$ cat config.mk
export PLATFORM = sky130hd
export DESIGN_NAME = mem_stage
export DESIGN_NICKNAME = d
export VERILOG_FILES = /design/src/rtl/ace_pkg.sv /design/src/rtl/mem_load_align.sv /design/src/rtl/mem_stage.sv
export SDC_FILE = /design/constraint.sdc
export NUM_CORES = 1
export LEC_CHECK = 0
export ABC_AREA = 1
export CORE_ASPECT_RATIO = 1.4
export CORE_UTILIZATION = 60
export CTS_CLUSTER_SIZE = 40
export DETAILED_ROUTE_END_ITERATION = 10
export DONT_BUFFER_PORTS = 1
export GPL_TIMING_DRIVEN = 0
export PLACE_DENSITY = 0.86
export SYNTH_ARGS = -nofsm -noshare
export SYNTH_HDL_FRONTEND = slang
export SYNTH_SLANG_ARGS = --single-unit
$ cat constraint.sdc
create_clock -name clk_i -period 4.1 [get_ports clk_i]
set_input_delay 0.82 -clock clk_i [delete_from_list [all_inputs] [get_ports clk_i]]
set_output_delay 0.82 -clock clk_i [all_outputs]
set_load 0.02 [all_outputs]
$ cat src/rtl/ace_pkg.sv
// Shared pipeline definitions: memory access size encodings, mem_stage states and
// byte-lane helpers for the data-memory port.
package ace_pkg;

    localparam logic [1:0] MEM_SIZE_B = 2'b00;
    localparam logic [1:0] MEM_SIZE_H = 2'b01;
    localparam logic [1:0] MEM_SIZE_W = 2'b10;

    typedef enum logic {
        MS_IDLE = 1'b0,
        MS_WAIT = 1'b1
    } ms_state_e;

    // The reserved size code 2'b11 behaves as a word access.
    function automatic logic [1:0] mem_norm_size(input logic [1:0] size);
        return (size == 2'b11) ? MEM_SIZE_W : size;
    endfunction

    function automatic logic [3:0] mem_be(input logic [1:0] size, input logic [1:0] off);
        case (size)
            MEM_SIZE_B: return 4'b0001 << off;
            MEM_SIZE_H: return off[1] ? 4'b1100 : 4'b0011;
            default:    return 4'b1111;
        endcase
    endfunction

    function automatic logic [31:0] mem_wdata(input logic [1:0] size, input logic [31:0] sd);
        case (size)
            MEM_SIZE_B: return {4{sd[7:0]}};
            MEM_SIZE_H: return {2{sd[15:0]}};
            default:    return sd;
        endcase
    endfunction

endpackage

$ cat src/rtl/mem_load_align.sv
// Load data alignment: selects the addressed byte/half lane of a memory word and
// sign- or zero-extends it to 32 bits.
module mem_load_align
    import ace_pkg::*;
(
    input  logic [31:0] rdata_i,
    input  logic [1:0]  offset_i,
    input  logic [1:0]  size_i,
    input  logic        unsigned_i,
    output logic [31:0] data_o
);

    logic [7:0]  byte_lane;
    logic [15:0] half_lane;

    always_comb begin
        byte_lane = rdata_i[{offset_i, 3'b000} +: 8];
        half_lane = offset_i[1] ? rdata_i[31:16] : rdata_i[15:0];
        case (size_i)
            MEM_SIZE_B: data_o = {{24{byte_lane[7] & ~unsigned_i}}, byte_lane};
            MEM_SIZE_H: data_o = {{16{half_lane[15] & ~unsigned_i}}, half_lane};
            default:    data_o = rdata_i;
        endcase
    end

endmodule

$ cat src/rtl/mem_stage.sv
// Memory-access pipeline stage: issues loads/stores on a req/ack data port and
// produces a one-cycle writeback pulse. MEM_STAGE_ALIGN_CHECK_EN enables misalignment traps.
module mem_stage
    import ace_pkg::*;
#(
    parameter int unsigned DATA_W = 32
) (
    input  logic              clk_i,
    input  logic              rst_ni,
    input  logic              ex_valid_i,
    output logic              ex_ready_o,
    input  logic [DATA_W-1:0] alu_result_i,
    input  logic [DATA_W-1:0] store_data_i,
    input  logic [4:0]        reg_addr_i,
    input  logic              reg_write_i,
    input  logic              mem_read_i,
    input  logic              mem_write_i,
    input  logic [1:0]        mem_size_i,
    input  logic              mem_unsigned_i,
    output logic              dmem_req_o,
    output logic              dmem_we_o,
    output logic [DATA_W-1:0] dmem_addr_o,
    output logic [3:0]        dmem_be_o,
    output logic [DATA_W-1:0] dmem_wdata_o,
    input  logic [DATA_W-1:0] dmem_rdata_i,
    input  logic              dmem_ack_i,
    output logic              wb_we_o,
    output logic [DATA_W-1:0] wb_reg_data_o,
    output logic [4:0]        wb_reg_addr_o,
    output logic              wb_reg_write_o,
    output logic              misalign_exc_o
);

    ms_state_e         state_q, state_d;
    logic              dmem_we_q, dmem_we_d;
    logic [DATA_W-3:0] word_addr_q, word_addr_d;
    logic [3:0]        be_q, be_d;
    logic [DATA_W-1:0] wdata_q, wdata_d;
    logic [1:0]        off_q, off_d, size_q, size_d;
    logic              uns_q, uns_d, load_q, load_d;
    logic [4:0]        rd_addr_q, rd_addr_d;
    logic              rd_write_q, rd_write_d;
    logic              wb_we_q, wb_we_d, wb_write_q, wb_write_d;
    logic [DATA_W-1:0] wb_data_q, wb_data_d;
    logic [4:0]        wb_addr_q, wb_addr_d;

    logic [1:0]        size_n, off_n;
    logic              is_mem, misalign;
    logic [DATA_W-1:0] load_data;

    assign size_n = mem_norm_size(mem_size_i);
    assign is_mem = mem_read_i | mem_write_i;
    // Clearing sub-size address bits is a no-op for aligned accesses.
    assign off_n  = (size_n == MEM_SIZE_B) ? alu_result_i[1:0] :
                    (size_n == MEM_SIZE_H) ? {alu_result_i[1], 1'b0} : 2'b00;

`ifdef MEM_STAGE_ALIGN_CHECK_EN
    logic misalign_q;

    assign misalign = ((size_n == MEM_SIZE_H) && alu_result_i[0]) ||
                      ((size_n == MEM_SIZE_W) && (alu_result_i[1:0] != 2'b00));

    always_ff @(posedge clk_i or negedge rst_ni) begin
        if (!rst_ni) misalign_q <= 1'b0;
        else         misalign_q <= ex_valid_i && ex_ready_o && is_mem && misalign;
    end

    assign misalign_exc_o = misalign_q;
`else
    assign misalign       = 1'b0;
    assign misalign_exc_o = 1'b0;
`endif

    mem_load_align u_load_align (
        .rdata_i    (dmem_rdata_i),
        .offset_i   (off_q),
        .size_i     (size_q),
        .unsigned_i (uns_q),
        .data_o     (load_data)
    );

    always_comb begin
        state_d     = state_q;
        dmem_we_d   = dmem_we_q;
        word_addr_d = word_addr_q;
        be_d        = be_q;
        wdata_d     = wdata_q;
        off_d       = off_q;
        size_d      = size_q;
        uns_d       = uns_q;
        load_d      = load_q;
        rd_addr_d   = rd_addr_q;
        rd_write_d  = rd_write_q;
        wb_we_d     = 1'b0;
        wb_data_d   = wb_data_q;
        wb_addr_d   = wb_addr_q;
        wb_write_d  = wb_write_q;
        case (state_q)
            MS_IDLE: begin
                if (ex_valid_i && is_mem && misalign) begin
                    wb_we_d    = 1'b1;
                    wb_data_d  = '0;
                    wb_addr_d  = reg_addr_i;
                    wb_write_d = 1'b0;
                end else if (ex_valid_i && is_mem) begin
                    state_d     = MS_WAIT;
                    dmem_we_d   = ~mem_read_i;
                    word_addr_d = alu_result_i[DATA_W-1:2];
                    be_d        = mem_be(size_n, off_n);
                    wdata_d     = mem_wdata(size_n, store_data_i);
                    off_d       = off_n;
                    size_d      = size_n;
                    uns_d       = mem_unsigned_i;
                    load_d      = mem_read_i;
                    rd_addr_d   = reg_addr_i;
                    rd_write_d  = reg_write_i;
                end else if (ex_valid_i) begin
                    wb_we_d    = 1'b1;
                    wb_data_d  = alu_result_i;
                    wb_addr_d  = reg_addr_i;
                    wb_write_d = reg_write_i;
                end
            end
            MS_WAIT: begin
                if (dmem_ack_i) begin
                    state_d    = MS_IDLE;
                    wb_we_d    = 1'b1;
                    wb_addr_d  = rd_addr_q;
                    wb_data_d  = load_q ? load_data : '0;
                    wb_write_d = load_q & rd_write_q;
                end
            end
            default: state_d = MS_IDLE;
        endcase
    end

    always_ff @(posedge clk_i or negedge rst_ni) begin
        if (!rst_ni) begin
            state_q     <= MS_IDLE;
            dmem_we_q   <= 1'b0;
            word_addr_q <= '0;
            be_q        <= '0;
            wdata_q     <= '0;
            off_q       <= '0;
            size_q      <= '0;
            uns_q       <= 1'b0;
            load_q      <= 1'b0;
            rd_addr_q   <= '0;
            rd_write_q  <= 1'b0;
            wb_we_q     <= 1'b0;
            wb_data_q   <= '0;
            wb_addr_q   <= '0;
            wb_write_q  <= 1'b0;
        end else begin
            state_q     <= state_d;
            dmem_we_q   <= dmem_we_d;
            word_addr_q <= word_addr_d;
            be_q        <= be_d;
            wdata_q     <= wdata_d;
            off_q       <= off_d;
            size_q      <= size_d;
            uns_q       <= uns_d;
            load_q      <= load_d;
            rd_addr_q   <= rd_addr_d;
            rd_write_q  <= rd_write_d;
            wb_we_q     <= wb_we_d;
            wb_data_q   <= wb_data_d;
            wb_addr_q   <= wb_addr_d;
            wb_write_q  <= wb_write_d;
        end
    end

    assign ex_ready_o     = (state_q == MS_IDLE);
    assign dmem_req_o     = (state_q == MS_WAIT);
    assign dmem_we_o      = dmem_we_q;
    assign dmem_addr_o    = {word_addr_q, 2'b00};
    assign dmem_be_o      = be_q;
    assign dmem_wdata_o   = wdata_q;
    assign wb_we_o        = wb_we_q;
    assign wb_reg_data_o  = wb_data_q;
    assign wb_reg_addr_o  = wb_addr_q;
    assign wb_reg_write_o = wb_write_q;

endmodule

Word-level counts from Yosys, hierarchy flattened:

Cells that the tools add are included.

* bitwise gates (word level): 7
* $add $sub $neg: 0
* $lt $le $gt $ge: 0
* div/mod/pow operators: 0
* equality and inequality tests: 6
* shifts and indexed selects: 2
* reduce and logical (&&, ||, !) cells: 5
* multipliers: 0
* multiplexer cells: 28

Operator list (number)
* $pmux 32 s2: 3
* $mux 32: 4
* $shiftx 32x6->8: 1
* $mux 16: 1
* $mux 5: 3
* $pmux 5 s2: 1
* $mux 1: 8
* $pmux 4 s2: 1
* $mux 2: 3
* $ne 2x2->1 const B: 3
* $pmux 1 s2: 3
* $eq 2x1->1 const B: 2
* $logic_not 2->1: 2
* $mux 4: 1
* $shl 1x2->4 const A: 1
* $and 1x1->1: 3
* $not 1->1: 3
* $reduce_and 3->1: 1
* $eq 2x2->1 const B: 1
* $reduce_and 2->1: 1
* $logic_and 1x1->1: 1
* $or 1x1->1: 1

* register bits after elaboration: 119
* memories kept: 0
* bits in latches: 0
* ROM bits: 0
* memory bits (writable): 0

Longest topological paths before layout:

* depth in word-level cells: 7
* gate-level depth with buffers: 11

Hierarchy:

From an unflattened synthesis, not the netlist that was laid out.

* cells, all modules: 840
* area total of the unflattened synthesis: 6382.4 um2

Modules (own cells, without submodules)
* mem_stage: instances 1, area each 5461.5 um2, cells each 686, seq. area each 2977.9 um2
* mem_load_align: instances 1, area each 920.9 um2, cells each 154, seq. area each 0.0 um2

Worst setup path after synthesis:

OpenSTA, ideal clock, no wires.

* kind: reg2out
* start point: register state_q (netlist: dmem_req_o)
* end point: output ex_ready_o
* data required time: 3.280 ns
* stages on the path, launching flop included: 4
* buffers on the path: 2
* slack: 2.180 ns
* data arrival time: 1.100 ns
* cells stage by stage: dfrtp_1 -> buf_2 -> inv_1 -> clkbuf_1

* word-level cells in the longest chain between the ends: 1

Ends and longest elaborated chain
* start: declaration: line mem_stage.sv:34 `ms_state_e state_q, state_d;`
* start signal: assignment: line mem_stage.sv:155 `state_q <= state_d;`
* $not 1->1 (no line)
* end: declaration: line mem_stage.sv:11 `output logic ex_ready_o,`

No other way between the ends.

Worst setup path in the final report:

Ends and elaborated chain as after synthesis.

==> results.txt <==
R2r worst-path depth: 6
Violated checks: DRC
Htree depth: 4
Flop-to-flop setup slack: 2070 ps
Max-cap viol count: 0
DRC: 16
Post-Place Setup Slack: 1950 ps
Core Region: 0.00913 mm²
Post-route setup slack: 1500 ps
Relative slew slack: 55.2%
Leading area contributor after synthesis: dfrtp_1
Largest net degree at the start of global routing: 120
CP Launch Type: flop
Syn Inst Count: 744
Placement-stage cell area: 0.00588 mm²
Register Area: 0.00298 mm²
Worst ir drop on vdd: 0.440 mV
DR iter-0 viols: 365
Ant. Diodes: 0
Site Rows: 41
Syn. warnings: 0
WS Path Type: flop to output port
Fillers: 766
Clock Pin Slew Worst Setup and Hold Paths: 60 ps
Total CTS buffers: 17
Worst reg2reg path endpoint: wb_reg_data_o[22]$_DFFE_PN0P_
Tightest Pin Transition: 672 ps
Top-area cell type share of the netlist area: 51.9%
Critical Path Start: dmem_req_o$_DFF_PN0_
Cell area after synthesis: 0.00574 mm²
WL per Instance: 19.4 µm
Worst min path class: primary input to async pin
Slowest-stage cell, CP: clkbuf_1
Die H: 118 µm
Cell family with most CP delay: buffers and inverters
GR Util All Layers: 36.3%
Top-level I/O count: 222
CTS root buf: clkbuf_16
Die area: 0.00997 mm²
CP peak stage delay: 540 ps
Port Buffers: 0
Post-DRT Antenna Nets: 0
Lkg Pwr: 3.21 nW
Hold slack final: 109 ps
Area of the multi-input gates: 0.00245 mm²
Post-Route WL: 17.2 mm
Layout cells sized above 1: 11.7%
R2R Path Start: dmem_req_o$_DFF_PN0_
Vias per inst: 5.89
Clk buf depth: 2
Post-synthesis area per instance: 7.72 µm²
Slew Viols, Final: 0
Data required, critical path: 3280 ps
CTS Sinks: 119
Gr ovfl total: 0
Cells along the critical path: buf_2 > inv_1 > clkbuf_1
Crit. End Element: output port
Final HPWL DP: 12.8 mm
Run status: complete, but fails checks
Max Freq: 384 MHz
# setup viols final: 0
Crit share post-route: 63.5%
RSZ-0062 raised after global routing: false
Hold_buf cts: 0
Clk Latency, worst-skew pair: 410 ps
Tmin final: 2600 ps
Post-Layout Inst Area: 0.00655 mm²
Worst clock skew: 8.64 ps
Placed insts: 853
TritonCTS clock tree: yes
Non-Filler Instances: 885
P per Cell Area: 692 mW/mm²
CP bufs+invs: 3
WP data arrival: 1780 ps
Vias in the first global route: 5358
# nets final: 876
Hold Vio Cnt, Final: 0
Synth area leaders: dfrtp_1 52%, nand2_1 19%, a21oi_1 7.7%
Post-CTS Resized: 0
Number of synthesized register bits: 119
Final Power: 4.53 mW
Sequential area share after synthesis: 51.9%
First-pass GRT wire length: 27.6 mm
Post-CTS setup buffers: 0
Yosys cell types: 27
Synthesis-to-layout area growth: 14.0%
Finished Core Util: 71.7%
CP max FO: 10
Starting density of the core: 62.9%
Routed via count: 5211
Setup TNS: 0 ps
Die width: 84.7 µm
DRT Pass-1 Iters: 11
Routability cong.: 0.899
Antenna violations before repair: 0
-- report_power, final --
group	switching, mW	internal [mW]	total, mW
combinational	0.538	0.291	0.829
sequential	0.576	1.47	2.05
clock	0.550	1.10	1.65
total	1.66	2.86	4.53
-- flip-flops by register name (all words and copies together) (netlist names) --
register and flops:
load_q 1, wb_we_o 1, size_q 2, off_q 2, dmem_wdata_o 32, uns_q 1
wb_reg_write_o 1, wb_reg_addr_o 5, word_addr_q 30, dmem_be_o 4, wb_reg_data_o 32, rd_addr_q 5
rd_write_q 1, dmem_req_o 1, dmem_we_o 1
-- cell usage in the layout, fill, tap and decap left out, types with 2 or more instances in the layout --
cell | Yosys | final
clkinv_4 | 0 | 3
buf_4 | 3 | 3
o21ai_0 | 13 | 13
o21ai_1 | 15 | 15
nand2_1 | 288 | 288
dfrtp_1 | 119 | 119
inv_2 | 4 | 4
nand2_2 | 10 | 10
inv_1 | 20 | 20
a21oi_1 | 88 | 88
nand3_1 | 17 | 17
inv_6 | 0 | 2
buf_2 | 18 | 18
clkbuf_16 | 0 | 17
bufinv_16 | 0 | 5
o31ai_1 | 2 | 2
clkbuf_1 | 19 | 19
a21oi_2 | 10 | 10
nor2_1 | 91 | 91
nand2_4 | 4 | 4
a31oi_1 | 11 | 11
conb_1 | 1 | 3
nor2_2 | 3 | 3
clkinvlp_4 | 0 | 3
-- per-layer routing --
| metal | GRT usage, % | part of all wire [%] |
|---|---|---|
| met5 | 0 | 0 |
| met4 | 14.3 | 2.4 |
| met3 | 10.7 | 9.7 |
| met2 | 65.4 | 53 |
| met1 | 39.5 | 35 |
-- synthesized netlist by cell type, drive strengths merged --
cell type	n
a21boi	1
a21oi	98
a31oi	11
buf	23
clkbuf	19
clkinv	1
conb	1
dfrtp	119
inv	26
nand2	302
nand3	18
nor2	95
o21ai	28
o31ai	2
-- layout make-up --
type | instances | share of cell area (%)
flip-flops and latches | 119 | 45.5
multi-input cells | 558 | 37.4
well taps | 107 | 2.05
clock inverters | 14 | 3.38
inverters | 27 | 1.70
clock buffers | 18 | 6.71
plain buffers | 42 | 3.29
-- worst max path at each step --
stage / cells past startpoint / slack [ps] / to
floorplan: 3 / 2180 / ex_ready_o
global placement: 3 / 1940 / ex_ready_o
detailed placement: 3 / 1950 / ex_ready_o
CTS: 3 / 1510 / ex_ready_o
global route: 3 / 1430 / ex_ready_o
finish: 3 / 1500 / ex_ready_o
-- kinds of logic after synthesis --
group / count (synthesis) / share of synthesized area (%)
buffers and inverters: 69 / 5.69
DFF: 119 / 51.9
and+or+nand+nor: 415 / 29.1
AOI/OAI and AO/OA: 140 / 13.3
other: 1 / 0.0653
Note: power is estimated with default switching activity, not from simulation.
